File: src/rtl/wb_axi4lite_bridge.sv
// wb_axi4lite_bridge: Wishbone B4 pipelined slave to AXI4-Lite master.
// One transaction in flight; each accepted strobe becomes exactly one AXI
// write or read and completes with a single-cycle ack (or err) pulse.
// Optional feature macro: WB2AXI_ERR_EN (non-OKAY responses give wb_err_o).
//
// Handshake rule: a transfer happens on a rising aclk edge where both valid
// and ready are high; valids here are registered and never look at ready
// combinationally, and once raised they stay high until their handshake.
module wb_axi4lite_bridge #(
    parameter int         ADDR_WIDTH = 5,
    parameter logic [2:0] PROT       = 3'b000
) (
    input  logic                  aclk,
    input  logic                  areset_n,
    input  logic                  wb_cyc_i,
    input  logic                  wb_stb_i,
    input  logic                  wb_we_i,
    input  logic [ADDR_WIDTH-3:0] wb_adr_i,
    input  logic [31:0]           wb_dat_i,
    input  logic [3:0]            wb_sel_i,
    output logic                  wb_stall_o,
    output logic                  wb_ack_o,
    output logic                  wb_err_o,
    output logic [31:0]           wb_dat_o,
    output logic                  awvalid,
    input  logic                  awready,
    output logic [ADDR_WIDTH-3:0] awaddr,
    output logic [2:0]            awprot,
    output logic                  wvalid,
    input  logic                  wready,
    output logic [31:0]           wdata,
    output logic [3:0]            wstrb,
    input  logic                  bvalid,
    output logic                  bready,
    input  logic [1:0]            bresp,
    output logic                  arvalid,
    input  logic                  arready,
    output logic [ADDR_WIDTH-3:0] araddr,
    output logic [2:0]            arprot,
    input  logic                  rvalid,
    output logic                  rready,
    input  logic [31:0]           rdata,
    input  logic [1:0]            rresp
);

    typedef enum logic [1:0] {IDLE, WR, RD, RESP} state_t;

    state_t                state, state_d;
    logic [ADDR_WIDTH-3:0] adr_q, adr_d;
    logic [31:0]           dat_q, dat_d;
    logic [3:0]            sel_q, sel_d;
    logic                  abort_q, abort_d;
    logic                  aw_q, aw_d;
    logic                  w_q, w_d;
    logic                  ar_q, ar_d;
    logic [1:0]            resp_q, resp_d;
    logic [31:0]           rd_q, rd_d;

    // State and datapath registers; reset drops every valid at once.
    always_ff @(posedge aclk or negedge areset_n) begin
        if (!areset_n) begin
            state   <= IDLE;
            adr_q   <= '0;
            dat_q   <= '0;
            sel_q   <= '0;
            abort_q <= 1'b0;
            aw_q    <= 1'b0;
            w_q     <= 1'b0;
            ar_q    <= 1'b0;
            resp_q  <= 2'b00;
            rd_q    <= '0;
        end else begin
            state   <= state_d;
            adr_q   <= adr_d;
            dat_q   <= dat_d;
            sel_q   <= sel_d;
            abort_q <= abort_d;
            aw_q    <= aw_d;
            w_q     <= w_d;
            ar_q    <= ar_d;
            resp_q  <= resp_d;
            rd_q    <= rd_d;
        end
    end

    // Next-state logic: accept in IDLE, track channel completion, latch response.
    always_comb begin
        state_d = state;
        adr_d   = adr_q;
        dat_d   = dat_q;
        sel_d   = sel_q;
        abort_d = abort_q;
        aw_d    = aw_q;
        w_d     = w_q;
        ar_d    = ar_q;
        resp_d  = resp_q;
        rd_d    = rd_q;
        case (state)
            IDLE: begin
                if (wb_cyc_i && wb_stb_i) begin
                    adr_d   = wb_adr_i;
                    dat_d   = wb_dat_i;
                    sel_d   = wb_sel_i;
                    abort_d = 1'b0;
                    if (wb_we_i) begin
                        aw_d    = 1'b1;
                        w_d     = 1'b1;
                        state_d = WR;
                    end else begin
                        ar_d    = 1'b1;
                        state_d = RD;
                    end
                end
            end
            WR: begin
                if (aw_q && awready) aw_d = 1'b0;
                if (w_q && wready)   w_d  = 1'b0;
                if (!wb_cyc_i)       abort_d = 1'b1;
                // A response ends the write even if the slave skipped AW/W.
                if (bvalid) begin
                    aw_d    = 1'b0;
                    w_d     = 1'b0;
                    resp_d  = bresp;
                    state_d = RESP;
                end
            end
            RD: begin
                if (ar_q && arready) ar_d = 1'b0;
                if (!wb_cyc_i)       abort_d = 1'b1;
                if (rvalid) begin
                    ar_d    = 1'b0;
                    resp_d  = rresp;
                    rd_d    = rdata;
                    state_d = RESP;
                end
            end
            RESP:    state_d = IDLE;
            default: state_d = IDLE;
        endcase
    end

    assign wb_stall_o = (state != IDLE);
    assign wb_dat_o   = rd_q;
    assign awvalid    = aw_q;
    assign wvalid     = w_q;
    assign arvalid    = ar_q;
    assign awaddr     = adr_q;
    assign araddr     = adr_q;
    assign wdata      = dat_q;
    assign wstrb      = sel_q;
    assign awprot     = PROT;
    assign arprot     = PROT;
    assign bready     = (state == WR);
    assign rready     = (state == RD);

`ifdef WB2AXI_ERR_EN
    assign wb_ack_o = (state == RESP) && !abort_q && (resp_q == 2'b00);
    assign wb_err_o = (state == RESP) && !abort_q && (resp_q != 2'b00);
`else
    // Response code is latched but ignored when error reporting is off.
    logic unused_resp;
    assign unused_resp = ^resp_q;
    assign wb_ack_o    = (state == RESP) && !abort_q;
    assign wb_err_o    = 1'b0;
`endif

endmodule
File: config.mk
export PLATFORM = sky130hd
export DESIGN_NAME = wb_axi4lite_bridge
export DESIGN_NICKNAME = d
export VERILOG_FILES = /design/src/rtl/wb_axi4lite_bridge.sv
export SDC_FILE = /design/constraint.sdc
export NUM_CORES = 1
export LEC_CHECK = 0
export BUFFER_PORTS_ARGS = -buffer_cell sky130_fd_sc_hd__buf_4
export CAP_MARGIN = 20
export CORE_UTILIZATION = 48
export DETAILED_ROUTE_END_ITERATION = 16
export GPL_TIMING_DRIVEN = 0
export HOLD_SLACK_MARGIN = 0.05
export PLACE_DENSITY = 0.95
export SLEW_MARGIN = 20
export SYNTH_ARGS = -nofsm -noshare
export SYNTH_HDL_FRONTEND = slang
export SYNTH_SLANG_ARGS = --single-unit
File: constraint.sdc
create_clock -name aclk -period 4 [get_ports aclk]
set_input_delay 0 -clock aclk [delete_from_list [all_inputs] [get_ports aclk]]
set_output_delay 0 -clock aclk [all_outputs]
set_load 0.02 [all_outputs]
==> results.md, run 1 <==
* Final Skew at roughly 0.012 ns
* Initial DRT Pass Iterations at 4
* Ratio of final minimum period to clock period at about half
* Critical Path Max Stage Delay at about 0.54 ns
* Clock network fraction of total power at between 10% and 20%
* Total die area at ~7000 um^2
* Cell total after placement at roughly 460
* Crit path cell chain: inv_1, ha_1, buf_4, o2bb2ai_1, dlygate4sd3_1, a211o_1
* Count of input and output buffers at 161
* Starting utilization of the core area at roughly half
* Number of instances in the synthesized netlist at roughly 210
* Non-Filler Instances at approximately 550
* Cell count along the critical path at 6
* Post-synth cell types at 24
* Via count at around 2,700
* DRC violation total after the first TritonRoute iteration at 70
* Critical path required time at around 4.2 ns
* Crit-path max FO at 9
* Total global routing overflow at 0
* Post-DP HPWL at 5.41 mm
* Worst reg2reg endpoint: arvalid
* Fmax at approximately 500 MHz
* GRT Util Overall at 29.7%
* Most common cell after layout, fill and taps aside: buf_4
* Die Width at approximately 84 um
* Via count of the first global-routing pass at between 3,000 and 4,000
* Register-to-Register Setup Slack at around 2.0 ns
* TritonCTS Buffers at 9
* Comb pwr share at about half
* Type of the tightest min-delay check: input port to flip-flop
* Hold Vio Cnt, Final at 0
* DRC violations left at 0
* Number of warnings printed during yosys synthesis at 0
* Synthesized flop and latch total at just under 80
* Timing endpoint of the critical path: arvalid
* Commonest non-fill, non-tap cells in the layout: buf_4, dlygate4sd3_1, dfrtp_1, mux2_2, mux2_4
* H-tree depth at 3
* Critical path data arrival time at 2.20 ns
* Static leakage at 2.73 nW
* Vias/cell at ~4.9
* Routability congestion estimate from global placement at approximately 0.84
* XOR/XNOR Fraction of Synth Area at 0%
* CP top delay family: buffers and inverters
* Maximum number of pins on one net before global-route repair at 78
* Nets at 558
* Simple-Gate Fraction of Synth Area at around 3%
* Synth Area in Adders at 2.34%
* Final Critical Period at 1.97 ns
* Power Density at ~780 nW/um^2
* Proportion of synthesized chip area in sequential cells at roughly 60%
* Max-Cap Viols at 0
* Worst reg2reg path startpoint: state[0]
* Clock network latency to the later pin of the worst-skew pair at 0.35 ns
* Buffer levels on the longest clock path at 2
* Unrepaired setup endpoints after global routing: no
* Count of clock tree sinks at 77
* Max-slew violations at 0
* Sequential fraction of design power at approximately 34%
* Worst setup SP type: flip-flop
* Share of synthesized area spent on multiplexers at ~27%
* Core box area at roughly 6400 um^2
* Result of the run: finished clean
* Number of synthesized flops with an enable pin at 0
* Fraction of layout instances using a drive strength above 1 at 57.0%
* Worst hold path stage count at 4
* Slowest CP cell: dlygate4sd3_1
* Die H at between 80 and 90 um
* Pre-CTS WS at about 2.2 ns
* Tightest slew margin relative to the limit at between 30% and 40%
* Antenna Diode Count at 0
* Final WL at just over 10 mm
* Sw Share at between 30% and 40%
* Layout overhead on the synthesized area at 72.7%
* Final routed wire length divided by cell count at 18.3 um
* Post-synthesis area per instance at 15.2 um^2
* Kind of end point of the critical path: flip-flop
* Net Sw Power at 1.67 mW
* Worst hold slack across all endpoints at 0.0830 ns
* Number of nets with antenna violations after detailed routing at 0
* Fraction of the mapped netlist area in compound gates at under 10%
* Post-Synthesis Cell Area at 3200 um^2
* Wire length of the first global-routing pass at about 16 mm
* Top Ports at roughly 170
* Total of endpoints with negative setup slack in the final report at 0
* Accumulated negative setup slack at 0 ns
* Row cnt at 29
* Cell at the root of the clock tree: clkbuf_8
* Register clock-pin slew on the reported worst setup and hold paths at around 0.08 ns
* Sum of buffers and inverters on the critical path at 3
* Clock tree from TritonCTS: built
* Worst Reg2Reg Path Length in Cells at 6
* Internal power at roughly 2.6 mW
* Type of the setup path with the least slack: flip-flop to flip-flop
* Predominant post-synthesis flop cell: dfrtp_1
* Transition time at the pin with the least slew margin at approximately 0.94 ns
* Largest family of logic cells by synthesized area: multiplexers
* Critical path launch point: state[0]
* Maximum vdd drop at 0.494 mV
* Worst Setup Slack, final at just over 2 ns
* Post-CTS resize count at 0
* Number of antenna violations at the first check in global routing at 0
* Post-synthesis async set-or-reset flop share at 100%
* Layout filler cell count at 292
[cell type report]
| cell class | instances | area, um^2 | area share, % |
|---|---|---|---|
| buffer | 18 | 130 | 2.35 |
| tap | 77 | 96.3 | 1.74 |
| timing repair buffer | 239 | 1990 | 35.9 |
| sequential | 77 | 1930 | 34.8 |
| inverter | 8 | 30.0 | 0.543 |
| clock buffer | 9 | 124 | 2.24 |
| multi-input combinational | 114 | 1140 | 20.6 |
| clock inverter | 7 | 97.6 | 1.76 |
[worst register-to-register path, stage by stage, from the launching register on]
cell and delay (ns):
dfrtp_1 0.43, inv_1 0.11, ha_1 0.20, buf_4 0.17
o2bb2ai_1 0.12, dlygate4sd3_1 0.54, a211o_1 0.29
[stage by stage]
step / area, um^2 / util (%) / power [mW]
6_report: 5530 / 86.7 / 4.30
5_1_grt: 5530 / 86.7 / 4.49
4_1_cts: 5530 / 86.7 / 4.22
3_5_place_dp: 4530 / 71.0 / 3.51
3_3_place_gp: 4530 / 71.0 / 3.42
2_1_floorplan: 3230 / - / 2.60
[repair_timing]
action,CTS,global route
endpoints found under the hold margin,153,0
buffers inserted,0,0
hold buffers,78,0
[power by group through the flow]
stage	registers (mW)	clock network, mW	logic (mW)
finish	1.45	0.653	2.20
global route	1.49	0.693	2.30
CTS	1.42	0.649	2.16
detailed placement	1.43	0	2.08
global placement	1.39	0	2.03
floorplan	1.86	0	0.741
[per-layer routing]
| layer | up-vias | share of wire (%) | global-route usage [%] |
|---|---|---|---|
| met5 | - | 0 | 0 |
| met4 | 0 | 2.4 | 11.2 |
| met3 | 21 | 6.2 | 6.92 |
| met2 | 133 | 54 | 55.0 |
| met1 | 1336 | 38 | 32.9 |
| li1 | 1219 | - | - |
[how the worst min path moves through the flow]
stage          startpoint  slack (ns)          end
2_1_floorplan    areset_n       -0.30      abort_q
3_3_place_gp     areset_n        0.20  wb_dat_o[5]
3_5_place_dp     areset_n        0.20  wb_dat_o[4]
4_1_cts          wb_stb_i        0.09       wvalid
5_1_grt            bvalid        0.11       wvalid
6_report         wb_stb_i        0.08       wvalid
[cell families (layout without fill, tap and decap cells)]
group,after synthesis,after routing
adders and majority gates,6,6
buffers and inverters,26,281
AOI/OAI and AO/OA,11,11
other,1,7
muxes,73,73
DFF,77,77
and+or+nand+nor,17,17
[synthesized netlist by cell type, types with 2 or more instances]
library cell | instances | area share (%)
a21oi_1 | 2 | 0.31
a31oi_1 | 2 | 0.39
buf_2 | 5 | 0.78
buf_4 | 11 | 2.6
buf_6 | 2 | 0.70
dfrtp_1 | 77 | 60
ha_1 | 6 | 2.3
inv_1 | 8 | 0.94
mux2_2 | 62 | 22
mux2_4 | 10 | 4.7
nand2_1 | 4 | 0.47
nand3_1 | 5 | 0.78
nor2b_1 | 5 | 0.98
o21ai_0 | 2 | 0.31
[state kept, by name, summed over array words and instances (netlist names), 2 cells and up]
register  flops
araddr        3
wstrb         4
wdata        32
state         2
wb_dat_o     32
Note: power is estimated with default switching activity, not from simulation.
==> run 2: changes to the inputs <==
CORE_UTILIZATION = 40   (was 48)
PLACE_DENSITY = 0.88   (was 0.95)
clock period = 1.7 ns   (was 4 ns; I/O delays follow)
==> results.md, run 2 (same netlist as run 1, synthesis figures left out) <==
* Most common cell after layout, fill and taps aside: buf_4 (unchanged)
* Via count of the first global-routing pass at 2,877 (was 3,068)
* Count of input and output buffers at 161 (unchanged)
* Die Width at 91.5 um (was 83.7 um)
* Count of clock tree sinks at 77 (unchanged)
* Final Critical Period at 1.65 ns (was 1.97 ns)
* Tightest slew margin relative to the limit at 36.0% (was 37.4%)
* Fraction of layout instances using a drive strength above 1 at 57.3% (was 57.0%)
* Most congested layer reported by global routing: met2 (unchanged)
* Met1 routing resource usage after global routing at 25.2% (was 32.9%)
* Unrepaired setup endpoints after global routing: yes (was no)
* Routability congestion estimate from global placement at 0.769 (was 0.840)
* Static leakage at 2.76 nW (was 2.73 nW)
* Clock network latency to the later pin of the worst-skew pair at 0.34 ns (was 0.35 ns)
* Buffer levels on the longest clock path at 2 (unchanged)
* Hold wc startpoint: wb_stb_i (unchanged)
* Slowest CP cell: dfrtp_1 (was dlygate4sd3_1)
* Worst Setup Slack, final at 0.0476 ns (was 2.03 ns)
* Row cnt at 32 (was 29)
* H-tree depth at 3 (unchanged)
* Type of the setup path with the least slack: flip-flop to flip-flop (unchanged)
* Critical Path Max Stage Delay at 0.39 ns (was 0.54 ns)
* Critical path data arrival time at 1.88 ns (was 2.20 ns)
* Worst setup SP type: flip-flop (unchanged)
* Wire length of the first global-routing pass at 14.1 mm (was 15.9 mm)
* Transition time at the pin with the least slew margin at 0.960 ns (was 0.939 ns)
* Nets at 558 (unchanged)
* Maximum number of pins on one net before global-route repair at 78 (unchanged)
* Critical path launch point: state[0] (unchanged)
* Overall power at 10.1 mW (was 4.30 mW)
* Hold Vio Cnt, Final at 0 (unchanged)
* Accumulated negative setup slack at 0 ns (unchanged)
* Result of the run: finished clean (unchanged)
* Final routed wire length divided by cell count at 15.7 um (was 18.3 um)
* Vias/cell at 4.58 (was 4.93)
* GRT Util Overall at 22.0% (was 29.7%)
* TritonCTS Buffers at 9 (unchanged)
* Register clock-pin slew on the reported worst setup and hold paths at 0.08 ns (about the same)
* Top Ports at 173 (unchanged)
* Total global routing overflow at 0 (unchanged)
* Crit-path max FO at 4 (was 9)
* Kind of end point of the critical path: flip-flop (unchanged)
* Power Density at 1810 nW/um^2 (was 777 nW/um^2)
* Max-Cap Viols at 0 (unchanged)
* Layout overhead on the synthesized area at 75.0% (was 72.7%)
* Ratio of final minimum period to clock period at 97.2% (was 49.3%)
* Cell at the root of the clock tree: clkbuf_8 (unchanged)
* Worst hold slack across all endpoints at 0.0756 ns (was 0.0830 ns)
* Maximum vdd drop at 1.08 mV (was 0.494 mV)
* Global-route track usage on met3 at 4.77% (was 6.92%)
* Worst reg2reg path startpoint: state[0] (unchanged)
* Fmax at 605 MHz (was 508 MHz)
* Initial DRT Pass Iterations at 4 (unchanged)
* Total die area at 8370 um^2 (was 7010 um^2)
* DRC violation total after the first TritonRoute iteration at 70 (unchanged)
* CP top delay family: flip-flops (was buffers and inverters)
* Via count at 2,624 (was 2,709)
* Critical path required time at 1.93 ns (was 4.23 ns)
* Post-DP HPWL at 5.46 mm (was 5.41 mm)
* DRC violations left at 0 (unchanged)
* Antenna Diode Count at 0 (unchanged)
* Final WL at 9.01 mm (was 10.1 mm)
* Layout filler cell count at 478 (was 292)
* Commonest non-fill, non-tap cells in the layout: buf_4, dlygate4sd3_1, dfrtp_1, mux2_2, clkbuf_8 (was buf_4, dlygate4sd3_1, dfrtp_1, mux2_2, mux2_4)
* Clock tree from TritonCTS: built (unchanged)
* Crit path cell chain: buf_4, ha_1, nor2b_2, a221oi_2, mux2_2 (was inv_1, ha_1, buf_4, o2bb2ai_1, dlygate4sd3_1, a211o_1)
* Number of antenna violations at the first check in global routing at 0 (unchanged)
* Starting utilization of the core area at 41.5% (was 50.2%)
* Sum of buffers and inverters on the critical path at 1 (was 3)
* Met2 layer usage reported by global route at 39.3% (was 55.0%)
* Pre-CTS WS at -0.187 ns (was 2.21 ns)
* Core box area at 7730 um^2 (was 6390 um^2)
* Type of the tightest min-delay check: input port to flip-flop (unchanged)
* Final Skew at 0.00833 ns (was 0.0120 ns)
* Die H at 91.5 um (was 83.7 um)
* Max-slew violations at 0 (unchanged)
* Total of endpoints with negative setup slack in the final report at 0 (unchanged)
* Number of nets with antenna violations after detailed routing at 0 (unchanged)
[run 2: cell types whose count changed in the layout (fill, tap and decap cells not counted), sizes merged]
| cell | delta |
|---|---|
| inv | -1 |
| clkbuf | +2 |
| clkinvlp | -2 |
| clkinv | -1 |
| bufinv | +1 |
[run 2: final cells by class]
type / count / area, um^2 / share of cell area [%]
Multi-Input combinational cell: 114 / 1140 / 20.4
Clock inverter: 4 / 95.1 / 1.70
Timing Repair Buffer: 240 / 2000 / 35.6
Clock buffer: 11 / 151 / 2.70
Sequential cell: 77 / 1930 / 34.4
Inverter: 8 / 30.0 / 0.535
Tap cell: 102 / 128 / 2.28
Buffer: 17 / 135 / 2.41
[run 2: timing repair]
| item | 4_1_cts | 5_1_grt |
|---|---|---|
| endpoints found under the hold margin | 153 | 0 |
| setup buffers | 1 | 0 |
| endpoints found under the setup margin | 60 | 13 |
| hold buffers | 78 | 0 |
| gates resized for setup | 6 | 2 |
[run 2: power by group]
part | total [mW] | internal, mW | leakage [nW] | switching, mW
registers | 3.33 | 2.77 | 0.911 | 0.562
logic | 5.11 | 2.62 | 1.73 | 2.49
clock network | 1.69 | 1.05 | 0.125 | 0.644
[run 2: worst reg2reg max path: stages (launching register included)]
cell and delay (ns):
dfrtp_1 0.39, buf_4 0.15, ha_1 0.21, nor2b_2 0.18
a221oi_2 0.24, mux2_2 0.38
[run 2: per-stage QoR]
stage          instances  area [um^2]  utilization [%]
3_5_place_dp         480         4560             59.1
3_3_place_gp         480         4560             59.1
6_report             573         5610             72.6
5_1_grt              573         5610             72.6
2_1_floorplan        217         3230                -
4_1_cts              573         5600             72.5
[run 2: routing by layer]
layer	up-vias	part of all wire [%]
met5	-	0
met4	0	2.1
met3	18	6.2
met2	113	52
met1	1267	39
li1	1226	-
[run 2: worst paths after layout]
kind,depth (start not counted),end,slack (ns)
max,5,state[1],0.05
min,4,wvalid,0.08
max reg2reg,5,state[1],0.05
min reg2reg,1,wb_dat_o[12],0.51
max in group asynchronous,2,wdata[13],0.71
min in group asynchronous,2,wb_dat_o[11],0.35
==> run 3: changes to the inputs <==
BUFFER_PORTS_ARGS = default   (was -buffer_cell sky130_fd_sc_hd__buf_4)
CORE_UTILIZATION = 56   (was 40)
DONT_BUFFER_PORTS = 1   (was default)
PLACE_DENSITY = 0.86   (was 0.88)
==> results.md, run 3 (same netlist as run 1, synthesis figures left out) <==
* Number of antenna violations at the first check in global routing at 0 (unchanged)
* GRT Util Overall at 26.8% (was 22.0%)
* Final Skew at 0.0108 ns (was 0.00833 ns)
* Total global routing overflow at 0 (unchanged)
* Final Critical Period at 1.66 ns (was 1.65 ns)
* Maximum vdd drop at 1.41 mV (was 1.08 mV)
* Post-DP HPWL at 4.36 mm (was 5.46 mm)
* Total of endpoints with negative setup slack in the final report at 0 (unchanged)
* Sequential fraction of design power at 54.2% (was 32.9%)
* TritonCTS Buffers at 9 (unchanged)
* Final standard cell utilization of the core at 80.3% (was 72.6%)
* Power Density at 1920 nW/um^2 (was 1810 nW/um^2)
* Top Ports at 173 (unchanged)
* Worst reg2reg endpoint: wb_dat_o[1] (was state[1])
* Global-route track usage on met3 at 10.4% (was 4.77%)
* Buffer levels on the longest clock path at 2 (unchanged)
* Layout filler cell count at 281 (was 478)
* Static leakage at 2.00 nW (was 2.76 nW)
* Commonest non-fill, non-tap cells in the layout: dlygate4sd3_1, dfrtp_1, mux2_2, buf_4, mux2_4 (was buf_4, dlygate4sd3_1, dfrtp_1, mux2_2, clkbuf_8)
* Worst reg2reg path startpoint: state[1] (was state[0])
* Net Sw Power at 3.50 mW (was 3.70 mW)
* Fraction of layout instances using a drive strength above 1 at 38.1% (was 57.3%)
* Kind of end point of the critical path: flip-flop (unchanged)
* Crit-path max FO at 10 (was 4)
* Internal power at 5.00 mW (was 6.44 mW)
* Non-Filler Instances at 390 (was 573)
* Cell at the root of the clock tree: clkbuf_8 (unchanged)
* Maximum number of pins on one net before global-route repair at 78 (unchanged)
* Final WL at 7.79 mm (was 9.01 mm)
* Worst Reg2Reg Path Length in Cells at 5 (unchanged)
* Wire length of the first global-routing pass at 12.1 mm (was 14.1 mm)
* Hold buffer count at CTS at 80 (was 78)
* Core box area at 5510 um^2 (was 7730 um^2)
* Starting utilization of the core area at 58.2% (was 41.5%)
* Die H at 77.6 um (was 91.5 um)
* H-tree depth at 3 (unchanged)
* Count of input and output buffers at 0 (was 161)
* Met2 layer usage reported by global route at 44.2% (was 39.3%)
* Vias/cell at 5.42 (was 4.58)
* Clock tree from TritonCTS: built (unchanged)
* Critical path required time at 1.91 ns (was 1.93 ns)
* Via count at 2,115 (was 2,624)
* Critical path data arrival time at 1.87 ns (was 1.88 ns)
* Register-to-Register Setup Slack at 0.04 ns (was 0.05 ns)
* Row cnt at 27 (was 32)
* Number of nets with antenna violations after detailed routing at 0 (unchanged)
* Most common cell after layout, fill and taps aside: dlygate4sd3_1 (was buf_4)
* Register clock-pin slew on the reported worst setup and hold paths at 0.08 ns (about the same)
* Result of the run: finished with violations (was finished clean)
* Via count of the first global-routing pass at 2,334 (was 2,877)
* Worst setup SP type: flip-flop (unchanged)
* Layout overhead on the synthesized area at 38.0% (was 75.0%)
* Comb pwr share at 29.8% (was 50.4%)
* Fmax at 604 MHz (was 605 MHz)
* Nets at 404 (was 558)
* Total die area at 6030 um^2 (was 8370 um^2)
* Met1 routing resource usage after global routing at 31.0% (was 25.2%)
* Hold Vio Cnt, Final at 77 (was 0)
* Type of the setup path with the least slack: flip-flop to flip-flop (unchanged)
* Most congested layer reported by global routing: met2 (unchanged)
* Violated checks: negative hold slack
* Count of clock tree sinks at 77 (unchanged)
* Pre-CTS WS at -0.238 ns (was -0.187 ns)
* Initial DRT Pass Iterations at 4 (unchanged)
* Sw Share at 41.2% (was 36.5%)
* Ratio of final minimum period to clock period at 97.4% (was 97.2%)
* Final routed wire length divided by cell count at 20.0 um (was 15.7 um)
* Worst hold slack across all endpoints at -0.647 ns (was 0.0756 ns)
* DRC violation total after the first TritonRoute iteration at 118 (was 70)
* Routability congestion estimate from global placement at 0.766 (was 0.769)
* Worst Setup Slack, final at 0.0441 ns (was 0.0476 ns)
* Clock network latency to the later pin of the worst-skew pair at 0.34 ns (about the same)
* Cell total after placement at 289 (was 480)
* Antenna Diode Count at 0 (unchanged)
* Max-Cap Viols at 0 (unchanged)
* Clock network fraction of total power at 16.0% (was 16.7%)
* DRC violations left at 0 (unchanged)
* Type of the tightest min-delay check: input port to asynchronous set/reset pin (was input port to flip-flop)
* Max-slew violations at 0 (unchanged)
* Die Width at 77.6 um (was 91.5 um)
* Overall power at 8.50 mW (was 10.1 mW)
run 3: metrics by stage:
step / area (um^2) / hold WS [ns] / setup TNS (ns)
after floorplan: 3230 / -0.296 / 0
after global placement: 3320 / -0.294 / -5.37
after detailed placement: 3320 / -0.293 / -8.25
after CTS: 4370 / -0.667 / 0
after global routing: 4420 / -0.677 / -0.00500
final: 4420 / -0.647 / 0
run 3: routing by layer:
layer	routed length, um	up-vias
met3	781	18
met5	0	-
met2	3840	137
met1	2980	1043
met4	176	0
li1	-	917
run 3: worst max path at each step:
stage,slack (ns),to,startpoint,cells after the start
2_1_floorplan,0.07,wb_dat_o[10],state[0],5
5_1_grt,-0.005,state[1],state[0],5
6_report,0.04,wb_dat_o[1],state[1],5
4_1_cts,0.001,state[1],state[0],5
3_5_place_dp,-0.24,wb_dat_o[28],state[0],5
3_3_place_gp,-0.17,wb_dat_o[19],state[0],5
run 3: final cells by class:
class / count / area, um^2 / share of cell area [%]
plain buffers: 18 / 145 / 3.28
clock buffers: 10 / 138 / 3.11
clock inverters: 6 / 61.3 / 1.39
inverters: 8 / 30.0 / 0.679
multi-input cells: 114 / 1190 / 26.9
flip-flops and latches: 77 / 1930 / 43.6
well taps: 72 / 90.1 / 2.04
repair buffers: 85 / 838 / 19.0
run 3: worst max-delay path, stage by stage (launching register included):
cell     delay (ns)
dfrtp_1        0.40
buf_4          0.15
ha_2           0.25
nand2_2        0.16
buf_4          0.21
mux2_2         0.36
run 3: repair_timing:
item                                   in CTS  in global routing
endpoints found under the hold margin     154                 77
setup endpoints to repair                  62                 52
buffers inserted                            5                  0
gates resized for setup                     6                 13
run 3: power groups by stage:
stage | sequential, mW | combinational (mW) | clock (mW)
2_1_floorplan | 4.37 | 1.74 | 0
4_1_cts | 4.55 | 2.31 | 1.40
3_3_place_gp | 4.55 | 1.88 | 0
3_5_place_dp | 4.59 | 2.00 | 0
5_1_grt | 4.70 | 2.75 | 1.49
6_report | 4.61 | 2.53 | 1.36
